--- config.mk ---
export PLATFORM = sky130hd
export DESIGN_NAME = segment_reader
export DESIGN_NICKNAME = d
export VERILOG_FILES = /design/src/rtl/segment_reader.sv
export SDC_FILE = /design/constraint.sdc
export NUM_CORES = 1
export LEC_CHECK = 0
export BUFFER_PORTS_ARGS = -buffer_cell sky130_fd_sc_hd__buf_4
export CORE_MARGIN = 1
export CORE_UTILIZATION = 60
export CTS_CLUSTER_SIZE = 40
export DETAILED_ROUTE_END_ITERATION = 6
export MAX_ROUTING_LAYER = met4
export PLACE_DENSITY = 0.83
export SLEW_MARGIN = 20
export SYNTH_ARGS = -nofsm -noshare
export SYNTH_HDL_FRONTEND = slang
export SYNTH_SLANG_ARGS = --single-unit
--- constraint.sdc ---
create_clock -name clk -period 6.2 [get_ports clk]
set_input_delay 1.24 -clock clk [delete_from_list [all_inputs] [get_ports clk]]
set_output_delay 1.24 -clock clk [all_outputs]
set_load 0.01 [all_outputs]
--- src/rtl/segment_reader.sv ---
// -----------------------------------------------------------------------------
// segment_reader
//   Snoops a multiplexed 4-digit 7-segment display and rebuilds the shown
//   number. Each {sel,seg} pair must be stable for STABLE_CYCLES consecutive
//   samples before it is accepted. An accepted legal digit on a one-hot slot
//   is written into that slot's buffer. Once all four slots have been seen,
//   the buffer is presented as a frame with a valid/ready handshake. Illegal
//   select or segment patterns raise sticky error flags.
//
// Ports
//   clk          in   1   rising-edge clock
//   reset        in   1   synchronous active-high reset
//   sel          in   4   one-hot digit position (4'b0000 = blanking)
//   seg          in   7   segment lines, seg[0]=A .. seg[6]=G
//   frame_ready  in   1   consumer accepts the frame while frame_valid is high
//   clear_err    in   1   pulse that clears both sticky error flags
//   frame        out  16  frame[4i+3:4i] = slot i, bit-reversed digit code
//   frame_valid  out  1   frame holds a complete frame
//   seg_err      out  1   sticky: illegal segment pattern accepted
//   sel_err      out  1   sticky: non-zero, non-one-hot select accepted
// -----------------------------------------------------------------------------
module segment_reader #(
  parameter int unsigned STABLE_CYCLES = 4
) (
  input  logic        clk,
  input  logic        reset,
  input  logic [3:0]  sel,
  input  logic [6:0]  seg,
  input  logic        frame_ready,
  input  logic        clear_err,
  output logic [15:0] frame,
  output logic        frame_valid,
  output logic        seg_err,
  output logic        sel_err
);

  localparam logic [0:0] ST_COLLECT = 1'b0;
  localparam logic [0:0] ST_HOLD    = 1'b1;
  localparam logic [3:0] RUN_MAX    = STABLE_CYCLES[3:0];

  // True when exactly one select line is high.
  function automatic logic sel_is_onehot(input logic [3:0] s);
    return (s != 4'd0) && ((s & (s - 4'd1)) == 4'd0);
  endfunction

  // Slot index of a one-hot select; only meaningful when sel_is_onehot().
  function automatic logic [1:0] sel_to_index(input logic [3:0] s);
    logic [1:0] idx;
    case (s)
      4'b0001: idx = 2'd0;
      4'b0010: idx = 2'd1;
      4'b0100: idx = 2'd2;
      4'b1000: idx = 2'd3;
      default: idx = 2'd0;
    endcase
    return idx;
  endfunction

  // Segment pattern -> {legal, nibble}. The nibble carries the digit with its
  // bit order reversed (bit 0 has weight 8), matching the frame encoding.
  function automatic logic [4:0] decode_seg(input logic [6:0] p);
    logic [3:0] d;
    logic       ok;
    ok = 1'b1;
    case (p)
      7'b0111111: d = 4'd0;
      7'b0000110: d = 4'd1;
      7'b1011011: d = 4'd2;
      7'b1001111: d = 4'd3;
      7'b1100110: d = 4'd4;
      7'b1101101: d = 4'd5;
      7'b1111101: d = 4'd6;
      7'b0000111: d = 4'd7;
      7'b1111111: d = 4'd8;
      7'b1101111: d = 4'd9;
      default: begin
        d  = 4'd0;
        ok = 1'b0;
      end
    endcase
    return {ok, d[0], d[1], d[2], d[3]};
  endfunction

  logic [10:0]     sample_q, sample_d;
  logic [3:0]      run_q, run_d;
  logic [3:0][3:0] slots_q, slots_d;
  logic [3:0]      seen_q, seen_d;
  logic [0:0]      state_q, state_d;
  logic [15:0]     frame_q, frame_d;
  logic            frame_valid_q, frame_valid_d;
  logic            seg_err_q, seg_err_d;
  logic            sel_err_q, sel_err_d;

  logic            accept_s;
  logic            onehot_s;
  logic [1:0]      idx_s;
  logic [4:0]      dec_s;
  logic            slot_wr_s;
  logic            sel_bad_s;
  logic            seg_bad_s;

  // Stability filter: run length of identical samples, accept once per run.
  always_comb begin
    sample_d = {sel, seg};
    if (sample_d == sample_q) begin
      if (run_q == RUN_MAX) begin
        run_d = run_q;
      end else begin
        run_d = run_q + 4'd1;
      end
    end else begin
      run_d = 4'd1;
    end
    // Fires only on the transition into saturation, so a long hold
    // produces a single accept.
    accept_s = (run_d == RUN_MAX) && (run_q != RUN_MAX);
  end

  // Classify the accepted sample.
  always_comb begin
    onehot_s  = sel_is_onehot(sel);
    idx_s     = sel_to_index(sel);
    dec_s     = decode_seg(seg);
    slot_wr_s = accept_s && onehot_s && dec_s[4];
    sel_bad_s = accept_s && (sel != 4'd0) && !onehot_s;
    seg_bad_s = accept_s && onehot_s && !dec_s[4];
  end

  // Slot buffer, seen mask and frame handshake state machine.
  always_comb begin
    slots_d       = slots_q;
    seen_d        = seen_q;
    state_d       = state_q;
    frame_d       = frame_q;
    frame_valid_d = frame_valid_q;

    case (state_q)
      ST_COLLECT: begin
        if (seen_q == 4'hF) begin
          // Frame takes the slot values from before any same-cycle write.
          frame_d       = slots_q;
          frame_valid_d = 1'b1;
          seen_d        = 4'h0;
          state_d       = ST_HOLD;
        end else begin
          state_d = ST_COLLECT;
        end
      end
      ST_HOLD: begin
        if (frame_ready) begin
          frame_valid_d = 1'b0;
          state_d       = ST_COLLECT;
        end else begin
          state_d = ST_HOLD;
        end
      end
      default: begin
        frame_valid_d = 1'b0;
        state_d       = ST_COLLECT;
      end
    endcase

    // Applied after the frame-launch clear so a same-cycle digit is kept.
    if (slot_wr_s) begin
      slots_d[idx_s] = dec_s[3:0];
      seen_d[idx_s]  = 1'b1;
    end else begin
      slots_d = slots_d;
    end
  end

  // Sticky error flags; clear_err wins over a same-cycle set.
  always_comb begin
    if (clear_err) begin
      sel_err_d = 1'b0;
      seg_err_d = 1'b0;
    end else begin
      sel_err_d = sel_err_q | sel_bad_s;
      seg_err_d = seg_err_q | seg_bad_s;
    end
  end

  // State registers with synchronous reset.
  always_ff @(posedge clk) begin
    if (reset) begin
      sample_q      <= 11'd0;
      run_q         <= 4'd0;
      slots_q       <= '0;
      seen_q        <= 4'd0;
      state_q       <= ST_COLLECT;
      frame_q       <= 16'h0000;
      frame_valid_q <= 1'b0;
      seg_err_q     <= 1'b0;
      sel_err_q     <= 1'b0;
    end else begin
      sample_q      <= sample_d;
      run_q         <= run_d;
      slots_q       <= slots_d;
      seen_q        <= seen_d;
      state_q       <= state_d;
      frame_q       <= frame_d;
      frame_valid_q <= frame_valid_d;
      seg_err_q     <= seg_err_d;
      sel_err_q     <= sel_err_d;
    end
  end

  assign frame       = frame_q;
  assign frame_valid = frame_valid_q;
  assign seg_err     = seg_err_q;
  assign sel_err     = sel_err_q;

endmodule
==> flow_summary.json <==
{
  "cts_buffers": 5,
  "drive_above_1_share": 0.1926,
  "cp.arrival_ps": 2830,
  "ys.warnings.count": 0,
  "slowest_delay_ps": 560,
  "multi_input_area_mm2": 0.001291,
  "die_area_mm2": 0.004515,
  "skew_ps": 8.060,
  "syn_nets": 293,
  "path_buf_inv": 1,
  "via_per_inst": 5.627,
  "ys.flop_type": "dfxtp_1",
  "yosysSeqAreaShare": 0.4318,
  "whs_ps": 457.9,
  "cts_resized": 0,
  "path_depth": 7,
  "maxSlewHeadroom": 0.4001,
  "die_w_um": 67.19,
  "hold_violations": 0,
  "drv_slew": 0,
  "worstReg2RegEnd": "slots_q[10]",
  "crit_chain": "buf_4 > nand4bb_1 > nor4_1 > or3_1 > o2111ai_4 > mux2i_1 > nor2_1",
  "postLayoutCellArea_mm2": 0.002824,
  "syn_avg_cell_area_um2": 9.239,
  "start_util": 0.6329,
  "end_kind": "register",
  "clk_pin_slew_ps": 100,
  "cp-endpoint": "slots_q[5]",
  "clk_path_buf_depth": 2,
  "rsz0062_at_grt": "false",
  "yosysUniqueCellTypes": 48,
  "io_pins": 34,
  "crit_fanout": 10,
  "ir_worst_vdd_v": 0.0001361,
  "syn_area_mm2": 0.002550,
  "worstHoldPathType": "register to register",
  "drt_pass1_iterations": 4,
  "crit_family": "simple AND/OR/NAND/NOR gates",
  "cts_sinks": 55,
  "cts_setup_buffers": 0,
  "max_cap_viol_count": 0,
  "fillers": 326,
  "regArea_mm2": 0.001101,
  "worst_pin_slew_ps": 897.1,
  "r2r_slack_ps": 3980,
  "grt_pass1_wl_mm": 7.921,
  "grt_use_total": 0.2418,
  "placedCellCount": 338,
  "clockRootBuffer": "clkbuf_8",
  "overflow": 0,
  "die_h_um": 67.19,
  "critPathLaunchType": "primary input",
  "syn_inst": 276,
  "status": "completed",
  "wire_per_inst_um": 13.45,
  "p_per_area_mw_per_mm2": 216.1,
  "num_antenna_cells": 0,
  "power_uw": 610.2,
  "grt_max_degree": 56,
  "grt_pass1_vias": 1790,
  "drc": 0,
  "async_flop_share": 0,
  "fin_setup_tns_ps": 0,
  "rows": 23,
  "reg2reg_depth": 8,
  "finalCritPeriodShare": 0.4262,
  "htree_levels": 2,
  "worstSetupStartpoint": "seg[3]",
  "max_freq_ghz": 0.3784,
  "final_cells": 346,
  "synth-edff-count": 0,
  "p_leak_nw": 1.035,
  "hold_buffers": 0,
  "clk_latency_ps": 320,
  "antenna_found_initial": 0,
  "totalWireLength_mm": 4.652,
  "place.port_buffers": 33,
  "ys_ff_latch": 55,
  "tritoncts": "built",
  "gp_congestion": 0.7918,
  "fin_nets": 312,
  "min_period_ps": 2642,
  "crit_type": "primary input to register",
  "drtIter0Drc": 124,
  "cpMaxStageDelayCell": "or3_1",
  "syn_to_final_growth_pct": 10.75,
  "ant_nets": 0,
  "cp.required_ps": 6380,
  "vias": 1947,
  "hpwl_mm": 3.253,
  "setup_viol_count_final": 0,
  "coreArea_mm2": 0.004029,
  "r2r_start": "run_q[0]",
  "dpl_cell_area_mm2": 0.002733
}
-- worst reg2reg max path, stage by stage (launching register included) --
cell,delay (ps)
dfxtp_1,430
inv_1,70
ha_1,300
inv_1,60
o2111ai_1,190
a211oi_4,500
o2111ai_4,280
mux2i_1,220
nor2_1,50
-- Yosys cell counts (2+ instances only) --
master	count	area share
and4_1	3	0.010
or3_1	2	0.0049
buf_4	2	0.0059
dfxtp_1	55	0.43
ha_1	2	0.0098
xnor2_1	9	0.031
xnor2_2	3	0.019
a31oi_1	3	0.0074
nand2_1	42	0.062
mux2i_1	6	0.024
nand3_1	4	0.0079
nand3b_1	8	0.024
a21oi_1	27	0.053
nor3_1	6	0.012
buf_6	5	0.022
a211oi_2	2	0.0098
clkbuf_1	10	0.015
o2111ai_4	4	0.041
nand4_1	4	0.0098
inv_1	8	0.012
nor2_1	14	0.021
o21ai_0	2	0.0039
nand2b_1	2	0.0049
nor4b_1	4	0.014
nor2b_1	13	0.032
buf_2	3	0.0059
o21ai_1	9	0.018
nor3b_1	3	0.0088
nor4_1	2	0.0049
-- per-stage QoR --
step	setup WS, ps	util
final	3558	0.7009
after global routing	3319	0.7009
after CTS	3536	0.7009
after detailed placement	3217	0.6783
after global placement	3231	0.6783
after floorplan	3421	-
-- where the power goes --
group	switching [mW]	total, mW	internal (mW)
combinational	0.0273	0.0487	0.0214
clock	0.121	0.202	0.0812
sequential	0.00258	0.360	0.357
-- registers in the layout, indices dropped and copies added, names as in the netlist --
signal       flops
frame           16
frame_valid      1
run_q            4
sample_q        11
seen_q           4
seg_err          1
sel_err          1
slots_q         16
state_q          1
-- area by class of cell --
cell class	instances	share of cell area
Timing Repair Buffer	33	0.08773
Tap cell	50	0.02215
Inverter	8	0.01063
Multi-Input combinational cell	192	0.4572
Clock inverter	3	0.007975
Sequential cell	55	0.3899
Clock buffer	5	0.02437
-- how the worst min path moves through the flow --
stage                      from  cells past startpoint    endpoint  slack [ps]
floorplan            slots_q[1]                      2  slots_q[1]         420
global placement      seen_q[2]                      2   seen_q[2]         440
detailed placement    seen_q[2]                      2   seen_q[2]         440
CTS                  slots_q[1]                      2  slots_q[1]         460
global route        slots_q[13]                      2   frame[13]         480
finish               slots_q[1]                      2  slots_q[1]         460
-- kinds of logic after synthesis --
| logic type | count (synthesis) | synth area share |
|---|---|---|
| DFF | 55 | 0.4318 |
| AOI/OAI and AO/OA | 55 | 0.1659 |
| and+or+nand+nor | 113 | 0.2390 |
| xor gates and xnor gates | 14 | 0.05987 |
| muxes | 7 | 0.02797 |
| buffers and inverters | 29 | 0.06182 |
| adders and majority gates | 3 | 0.01374 |
-- cell usage in the layout (no fill, tap or decap), drive strengths merged, types with 4 or more instances in the layout --
| master | instances |
|---|---|
| xnor2 | 12 |
| o2111ai | 5 |
| a21oi | 27 |
| dfxtp | 55 |
| inv | 9 |
| nand3b | 8 |
| nor4b | 4 |
| mux2i | 6 |
| nand4 | 4 |
| nand3 | 4 |
| o21ai | 11 |
| buf | 33 |
| clkbuf | 5 |
| nor3 | 8 |
| nor2b | 13 |
| nor2 | 14 |
| nand2 | 42 |
-- per-layer routing --
metal / track usage / vias up / part of all wire
met5: - / - / 0
met4: 0.08245 / 0 / 0.017
met3: 0.06081 / 7 / 0.033
met2: 0.3825 / 34 / 0.49
met1: 0.2995 / 922 / 0.46
li1: - / 984 / -
Note: power is estimated with default switching activity, not from simulation.
